<file path="src/rtl/muldiv_pkg.sv">
// Shared constants for the multiply/divide sequencer: op codes, FSM states
// and the default operand width. The main decoder uses the same op codes.
package muldiv_pkg;

  localparam int MD_WIDTH = 32;

  typedef enum logic [1:0] {
    MD_MULT  = 2'b00,
    MD_MULTU = 2'b01,
    MD_DIV   = 2'b10,
    MD_DIVU  = 2'b11
  } md_op_e;

  typedef enum logic [1:0] {
    S_IDLE = 2'b00,
    S_BUSY = 2'b01,
    S_FIX  = 2'b10,
    S_DONE = 2'b11
  } md_state_e;

endpackage

</file>
<file path="src/rtl/muldiv_seq_if.sv">
// Execute-stage view of the mul/div unit: request from E, stall back to the
// pipeline and the HI/LO result with its done pulse.
interface muldiv_seq_if
  import muldiv_pkg::*;
#(
  parameter int WIDTH = MD_WIDTH
);

  logic             startE;
  logic [1:0]       opE;
  logic [WIDTH-1:0] srcaE;
  logic [WIDTH-1:0] srcbE;
  logic             cancel;
  logic             stall_mdE;
  logic             busy;
  logic             done;
  logic [WIDTH-1:0] hi;
  logic [WIDTH-1:0] lo;

  // Pipeline side issues ops and consumes results
  modport master (
    output startE, opE, srcaE, srcbE, cancel,
    input  stall_mdE, busy, done, hi, lo
  );

  // Sequencer side
  modport slave (
    input  startE, opE, srcaE, srcbE, cancel,
    output stall_mdE, busy, done, hi, lo
  );

endinterface

</file>
<file path="src/rtl/muldiv_seq.sv">
// Iterative multiply/divide sequencer. Signed ops are run on magnitudes and
// sign-corrected in a dedicated FIX cycle; HI/LO are only written on entry
// to DONE so they stay stable between results.
module muldiv_seq
  import muldiv_pkg::*;
#(
  parameter int WIDTH = MD_WIDTH
) (
  input  logic        clk,
  input  logic        rst,
  muldiv_seq_if.slave md
);

  localparam int CW = $clog2(WIDTH);

  md_state_e          state_q, state_d;
  logic [CW-1:0]      count_q, count_d;
  md_op_e             op_q, op_d;
  logic               negRes_q, negRes_d;
  logic               negRem_q, negRem_d;
  logic [WIDTH-1:0]   opnd_q, opnd_d;
  logic [2*WIDTH-1:0] acc_q, acc_d;
  logic [WIDTH-1:0]   hi_q, hi_d;
  logic [WIDTH-1:0]   lo_q, lo_d;

  logic               accept;
  logic               startSigned;
  logic               startIsDiv;
  logic               startDivZero;
  logic               signA;
  logic               signB;
  logic [WIDTH-1:0]   magA;
  logic [WIDTH-1:0]   magB;
  logic               opIsDiv;
  logic [WIDTH:0]     mulSum;
  logic [2*WIDTH-1:0] mulNext;
  logic [WIDTH:0]     divTrial;
  logic [WIDTH+1:0]   divDiff;
  logic [2*WIDTH-1:0] divNext;
  logic [2*WIDTH-1:0] prodFix;
  logic [WIDTH-1:0]   quotFix;
  logic [WIDTH-1:0]   remFix;

  // Issue decode: MULTU/DIVU (op bit 0 set) use the raw operands
  assign accept       = (state_q == S_IDLE) && md.startE && !md.cancel;
  assign startSigned  = ~md.opE[0];
  assign startIsDiv   = md.opE[1];
  assign startDivZero = startIsDiv && (md.srcbE == '0);
  assign signA        = startSigned & md.srcaE[WIDTH-1];
  assign signB        = startSigned & md.srcbE[WIDTH-1];
  assign magA         = signA ? -md.srcaE : md.srcaE;
  assign magB         = signB ? -md.srcbE : md.srcbE;
  assign opIsDiv      = (op_q == MD_DIV) || (op_q == MD_DIVU);

  // Shift-add step: upper half accumulates the multiplicand, whole acc shifts right
  assign mulSum  = {1'b0, acc_q[2*WIDTH-1:WIDTH]} + (acc_q[0] ? {1'b0, opnd_q} : '0);
  assign mulNext = {mulSum, acc_q[WIDTH-1:1]};

  // Restoring step: the trial remainder needs one extra bit before the subtract
  assign divTrial = {acc_q[2*WIDTH-1:WIDTH], acc_q[WIDTH-1]};
  assign divDiff  = {1'b0, divTrial} - {2'b00, opnd_q};
  assign divNext  = divDiff[WIDTH+1]
                  ? {divTrial[WIDTH-1:0], acc_q[WIDTH-2:0], 1'b0}
                  : {divDiff[WIDTH-1:0],  acc_q[WIDTH-2:0], 1'b1};

  // Sign correction applied while in FIX; remainder follows the dividend's sign
  assign prodFix = negRes_q ? -acc_q : acc_q;
  assign quotFix = negRes_q ? -acc_q[WIDTH-1:0] : acc_q[WIDTH-1:0];
  assign remFix  = negRem_q ? -acc_q[2*WIDTH-1:WIDTH] : acc_q[2*WIDTH-1:WIDTH];

  // Stall is combinational from startE so the issuing instruction holds in E
  assign md.stall_mdE = !md.cancel &&
                        (((state_q == S_IDLE) && md.startE) ||
                         (state_q == S_BUSY) || (state_q == S_FIX));
  assign md.busy      = (state_q != S_IDLE);
  assign md.done      = !md.cancel && (state_q == S_DONE);
  assign md.hi        = hi_q;
  assign md.lo        = lo_q;

  // FSM state and iteration counter registers
  always_ff @(posedge clk or negedge rst) begin
    if (!rst) begin
      state_q <= S_IDLE;
      count_q <= '0;
    end else begin
      state_q <= state_d;
      count_q <= count_d;
    end
  end

  // Next-state logic; divide by zero skips straight to DONE, cancel wins everywhere
  always_comb begin
    state_d = state_q;
    count_d = count_q;
    case (state_q)
      S_IDLE: begin
        if (accept) begin
          state_d = startDivZero ? S_DONE : S_BUSY;
          count_d = CW'(WIDTH - 1);
        end
      end
      S_BUSY: begin
        count_d = count_q - CW'(1);
        if (count_q == '0) state_d = S_FIX;
      end
      S_FIX:   state_d = S_DONE;
      S_DONE:  state_d = S_IDLE;
      default: state_d = S_IDLE;
    endcase
    if (md.cancel) state_d = S_IDLE;
  end

  // Datapath registers: operands, accumulator and the HI/LO result
  always_ff @(posedge clk or negedge rst) begin
    if (!rst) begin
      op_q     <= MD_MULT;
      negRes_q <= 1'b0;
      negRem_q <= 1'b0;
      opnd_q   <= '0;
      acc_q    <= '0;
      hi_q     <= '0;
      lo_q     <= '0;
    end else begin
      op_q     <= op_d;
      negRes_q <= negRes_d;
      negRem_q <= negRem_d;
      opnd_q   <= opnd_d;
      acc_q    <= acc_d;
      hi_q     <= hi_d;
      lo_q     <= lo_d;
    end
  end

  // Datapath next state: load on issue, iterate in BUSY, publish result leaving FIX
  always_comb begin
    op_d     = op_q;
    negRes_d = negRes_q;
    negRem_d = negRem_q;
    opnd_d   = opnd_q;
    acc_d    = acc_q;
    hi_d     = hi_q;
    lo_d     = lo_q;
    if (!md.cancel) begin
      case (state_q)
        S_IDLE: begin
          if (accept) begin
            op_d     = md_op_e'(md.opE);
            negRes_d = signA ^ signB;
            negRem_d = signA;
            opnd_d   = startIsDiv ? magB : magA;
            acc_d    = {{WIDTH{1'b0}}, (startIsDiv ? magA : magB)};
            if (startDivZero) begin
              hi_d = md.srcaE;
              lo_d = '1;
            end
          end
        end
        S_BUSY: acc_d = opIsDiv ? divNext : mulNext;
        S_FIX: begin
          if (opIsDiv) begin
            hi_d = remFix;
            lo_d = quotFix;
          end else begin
            hi_d = prodFix[2*WIDTH-1:WIDTH];
            lo_d = prodFix[WIDTH-1:0];
          end
        end
        default: ;
      endcase
    end
  end

endmodule

</file>
<file path="src/flat_wrapper.sv">
// flat-port wrapper written by rule: the top's interface ports become plain ports
module muldiv_seq_flat import muldiv_pkg::*;
#(
  parameter int WIDTH = MD_WIDTH
)
  (clk, rst, md_startE, md_opE, md_srcaE, md_srcbE, md_cancel, md_stall_mdE, md_busy, md_done, md_hi, md_lo);
  muldiv_seq_if #(.WIDTH(WIDTH)) md_i ();
  input  logic clk;
  input  logic rst;
  input wire logic [$bits(md_i.startE)-1:0] md_startE;
  input wire logic [$bits(md_i.opE)-1:0] md_opE;
  input wire logic [$bits(md_i.srcaE)-1:0] md_srcaE;
  input wire logic [$bits(md_i.srcbE)-1:0] md_srcbE;
  input wire logic [$bits(md_i.cancel)-1:0] md_cancel;
  output wire logic [$bits(md_i.stall_mdE)-1:0] md_stall_mdE;
  output wire logic [$bits(md_i.busy)-1:0] md_busy;
  output wire logic [$bits(md_i.done)-1:0] md_done;
  output wire logic [$bits(md_i.hi)-1:0] md_hi;
  output wire logic [$bits(md_i.lo)-1:0] md_lo;
  assign md_i.startE = md_startE;
  assign md_i.opE = md_opE;
  assign md_i.srcaE = md_srcaE;
  assign md_i.srcbE = md_srcbE;
  assign md_i.cancel = md_cancel;
  assign md_stall_mdE = md_i.stall_mdE;
  assign md_busy = md_i.busy;
  assign md_done = md_i.done;
  assign md_hi = md_i.hi;
  assign md_lo = md_i.lo;
  muldiv_seq #(.WIDTH(WIDTH)) u_core (.clk(clk), .rst(rst), .md(md_i));
endmodule
</file>
<file path="config.mk">
export PLATFORM = sky130hd
export DESIGN_NAME = muldiv_seq_flat
export DESIGN_NICKNAME = d
export VERILOG_FILES = /design/src/rtl/muldiv_pkg.sv /design/src/rtl/muldiv_seq_if.sv /design/src/rtl/muldiv_seq.sv /design/src/flat_wrapper.sv
export SDC_FILE = /design/constraint.sdc
export NUM_CORES = 1
export LEC_CHECK = 0
export CAP_MARGIN = 40
export CORE_UTILIZATION = 35
export CTS_BUF_LIST = sky130_fd_sc_hd__clkbuf_4
export CTS_CLUSTER_DIAMETER = 150
export CTS_CLUSTER_SIZE = 12
export DETAILED_ROUTE_END_ITERATION = 6
export PLACE_DENSITY_LB_ADDON = 0.15
export REMOVE_ABC_BUFFERS = 1
export SETUP_SLACK_MARGIN = 0.2
export SYNTH_ARGS = -nofsm -noshare
export SYNTH_HDL_FRONTEND = slang
export SYNTH_SLANG_ARGS = --single-unit
</file>
<file path="constraint.sdc">
create_clock -name clk -period 3 [get_ports clk]
set_input_delay 0.45 -clock clk [delete_from_list [all_inputs] [get_ports clk]]
set_output_delay 0.45 -clock clk [all_outputs]
set_load 0.005 [all_outputs]
</file>
==> impl_metrics.env, run 1 <==
export IMPL_synthCells=1933
export IMPL_drc=0
export IMPL_drt_total_wl_microns=56750
export IMPL_insertion_delay_ns=0.65
export IMPL_final_layout_size_suffix_gt1_share_pct=26.16
export IMPL_dpl_cell_count=2819
export IMPL_synth_compound_area_share_pct=26.15
export IMPL_p_leak_nw=9.171
export IMPL_whs_ns=0.2828
export IMPL_synth_top_family_by_area="compound AO/OA/AOI/OAI gates"
export IMPL_tightest_slew_ns=0.7048
export IMPL_antenna_found_initial=1
export IMPL_async_flop_share_pct=100.0
export IMPL_drtAntennaViolNets=0
export IMPL_synth_yosys_seq_area_share_pct=28.62
export IMPL_synthMuxAreaShare_pct=4.192
export IMPL_hold_viol_final=0
export IMPL_drt_vias_per_instance=5.434
export IMPL_die_x_microns=208.1
export IMPL_min_period_ns=3.354
export IMPL_grt_pass1_wl_microns=86420
export IMPL_relSlewSlack_pct=52.65
export IMPL_m1WireLength_microns=25380
export IMPL_critPathKind="reg2reg"
export IMPL_ys_seq_elements=170
export IMPL_firstDrtPassIters=5
export IMPL_wl_per_cell_microns=19.57
export IMPL_grtUsageTotal_pct=25.68
export IMPL_fp_coreArea_sq_um=41950
export IMPL_timing_final_ws_setup_ns=-0.3543
export IMPL_ys_top_cells_by_area="dfrtp_1 29%, a21oi_1 6.6%, o21ai_0 6.4%, ha_1 6.3%, xnor2_1 5.5%"
export IMPL_fin_area_sq_um=20960
export IMPL_nFillCells=4105
export IMPL_yosysTopAreaCell="dfrtp_1"
export IMPL_fin_crit_sh_pct=111.8
export IMPL_gp_congestion=0.9441
export IMPL_detailedPlacementHpwl_microns=43580
export IMPL_route_met2_wl_microns=27050
export IMPL_synth_xor_area_share_pct=10.02
export IMPL_drtIter0Drc=1099
export IMPL_port_buffers=136
export IMPL_yosysWarningCount=0
export IMPL_synth_distinct_cells=76
export IMPL_area_delta_synth_final_pct=41.02
export IMPL_setup_viol=31
export IMPL_grt_max_degree=108
export IMPL_grt_pass1_vias=15302
export IMPL_finalNetCount=2493
export IMPL_cts_made_buffers=17
export IMPL_fp_row_count=75
export IMPL_violations="negative setup slack"
export IMPL_avgSynthCellArea_sq_um=7.690
export IMPL_finalMaxSlewViolations=0
export IMPL_finalSetupTns_ns=-3.863
export IMPL_cts_tree="yes"
export IMPL_syn_area_sq_um=14870
export IMPL_clock_sinks=170
export IMPL_ir_drop_mv=0.3831
export IMPL_dieArea_sq_um=43300
export IMPL_end_kind="flip-flop"
export IMPL_synth_fa_ha_area_share_pct=6.582
export IMPL_startpoint_type="flip-flop"
export IMPL_maxUsedRoutingLayer="met4"
export IMPL_cp_max_fo=12
export IMPL_fmax_mhz=298.1
export IMPL_p_seq_share_pct=18.6
export IMPL_p_clk_share_pct=7.2
export IMPL_power_density_nw_per_um2=1083
export IMPL_p_sw_mw=10.65
export IMPL_synth_edff_count=0
export IMPL_yosys_area_share_simple_pct=19.47
export IMPL_status="finished, violations left"
export IMPL_rr_worst_depth=14
export IMPL_required_ns=3.56
export IMPL_clk_pin_slew_ns=0.16
export IMPL_cap_violations=0
export IMPL_p_sw_share_pct=46.91
export IMPL_seqCellArea_sq_um=4265
export IMPL_fin_cells=2900
export IMPL_dieHeight_microns=208.1
export IMPL_grt_ovfl_total=0
export IMPL_root_buffer="clkbuf_4"
export IMPL_hold_path_class="in2async"
export IMPL_synth_top_area_share_pct=28.62
export IMPL_clock_path_buffers=2
export IMPL_multiInputGateArea_sq_um=10860
export IMPL_dr_wl_met3_microns=2339
export IMPL_synth_ff_type="dfrtp_1"
export IMPL_cp_arrival_ns=3.91
export IMPL_ioPinCount=137
export IMPL_finClkSkew_ns=0.02181
export IMPL_start_util_pct=35.44
export IMPL_htree_levels=4
export IMPL_placed_cell_area_sq_um=19060
export IMPL_grt_setup_unrepaired="yes"
export IMPL_p_int_mw=12.05
export IMPL_vias=15759
export IMPL_p_comb_share_pct=74.1
flip-flops by register name, indices dropped and copies added (netlist names):
name             flops
u_core.state_q       2
u_core.md.hi        32
u_core.opnd_q       32
u_core.negRem_q      1
u_core.count_q       5
u_core.op_q          1
u_core.acc_q        64
u_core.negRes_q      1
u_core.md.lo        32
synthesized netlist by cell type, types with 14 or more instances:
cell,instances
a211oi_1,25
xnor2_1,94
nand2_1,208
o21ai_0,189
nand2b_1,19
xor2_1,76
nor2_1,211
nand3_1,21
clkbuf_1,90
mux2_2,26
a21oi_1,196
ha_1,75
nor3_1,38
a21o_1,34
mux2i_1,33
a31oi_1,47
o31ai_1,25
dfrtp_1,170
o211ai_1,15
nor4_1,14
a22oi_1,17
inv_1,72
nor3b_1,14
nor2b_1,15
or3_1,20
logic make-up after synthesis:
kind of cell,Yosys count
muxes,59
and+or+nand+nor,625
xor gates and xnor gates,170
adders and majority gates,77
AOI/OAI and AO/OA,643
DFF,170
buffers and inverters,189
path summary, 6_finish.rpt:
check,start,to,slack (ns)
worst max-delay path,u_core.acc_q[0],u_core.acc_q[60],-0.35
min in group clk,md_opE[1],u_core.op_q[1],0.40
worst min register to register,u_core.opnd_q[19],u_core.opnd_q[19],0.50
max in group asynchronous,rst,u_core.md.lo[3],1.86
worst max register to register,u_core.acc_q[0],u_core.acc_q[60],-0.35
worst min-delay path,rst,u_core.count_q[4],0.28
repair_timing:
item / CTS / global route
cloned: 5 / 2
setup endpoints to repair: 56 / 107
buffers inserted: 21 / 18
hold endpoints to repair: 40 / 0
hold buffers: 1 / 0
pin swaps: 74 / 84
resized for setup: 161 / 142
power by group through the flow:
stage	clock [mW]	combinational [mW]	sequential, mW
5_1_grt	1.77	18.2	4.34
2_1_floorplan	0	7.78	4.30
4_1_cts	1.69	15.6	4.20
3_3_place_gp	0	14.1	4.21
6_report	1.64	16.8	4.23
3_5_place_dp	0	14.2	4.23
per-stage QoR:
step / util (%) / total power, mW / worst slack [ns]
2_1_floorplan: - / 12.09 / -1.173
3_3_place_gp: 45.44 / 18.32 / -0.7272
3_5_place_dp: 45.44 / 18.44 / -0.6351
4_1_cts: 48.27 / 21.52 / -0.2682
5_1_grt: 49.97 / 24.32 / -0.4633
6_report: 49.97 / 22.70 / -0.3543
cell type report:
| type | instances | share of cell area, % |
|---|---|---|
| flip-flops and latches | 170 | 20.35 |
| clock inverters | 14 | 0.9669 |
| clock buffers | 18 | 0.6446 |
| well taps | 539 | 3.217 |
| multi-input cells | 1574 | 51.79 |
| diodes | 2 | 0.02387 |
| inverters | 73 | 1.337 |
| repair buffers | 510 | 21.67 |
placed cells by master (no fill, tap or decap), types with 19 or more instances in the layout:
cell type / synthesis / layout
mux2i_1: 33 / 33
ha_1: 75 / 65
mux2_2: 26 / 26
buf_6: 1 / 25
nor2_1: 211 / 187
a21o_1: 34 / 33
buf_4: 2 / 328
clkdlybuf4s50_1: 0 / 130
inv_1: 72 / 65
nand2_1: 208 / 198
dfrtp_1: 170 / 161
a31oi_1: 47 / 46
xor2_1: 76 / 75
o21ai_1: 5 / 48
xnor2_1: 94 / 90
a211oi_1: 25 / 24
o31ai_1: 25 / 21
nor3_1: 38 / 31
a21oi_1: 196 / 156
nor2_4: 0 / 19
or3_1: 20 / 19
a21oi_2: 0 / 34
o21ai_0: 189 / 138
critical path, cell delays in order (launching register included):
cell        delay [ns]
dfrtp_2           0.44
clkinvlp_4        0.15
buf_12            0.18
buf_4             0.15
nor2_1            0.12
ha_1              0.26
buf_4             0.16
and2_1            0.18
a221oi_4          0.34
o41ai_4           0.13
buf_4             0.16
a31o_4            0.24
a31o_2            0.27
a211o_1           0.28
o31ai_2           0.21
metal layers:
layer / track usage, % / vias up
li1: - / 7736
met2: 43.31 / 431
met1: 33.89 / 7484
met5: 0 / -
met4: 10.06 / 0
met3: 2.294 / 108
Note: power is estimated with default switching activity, not from simulation.
==> run 2, diff against run 1 <==
HOLD_SLACK_MARGIN = 0.02   (was not set)
==> results of run 2 <==
The final DEF is identical to that of run 1; final timing and power are the same.
==> run 3, diff against run 2 <==
SLEW_MARGIN = 40   (was not set)
==> results of run 3 <==
The final DEF is identical to that of run 1; final timing and power are the same.
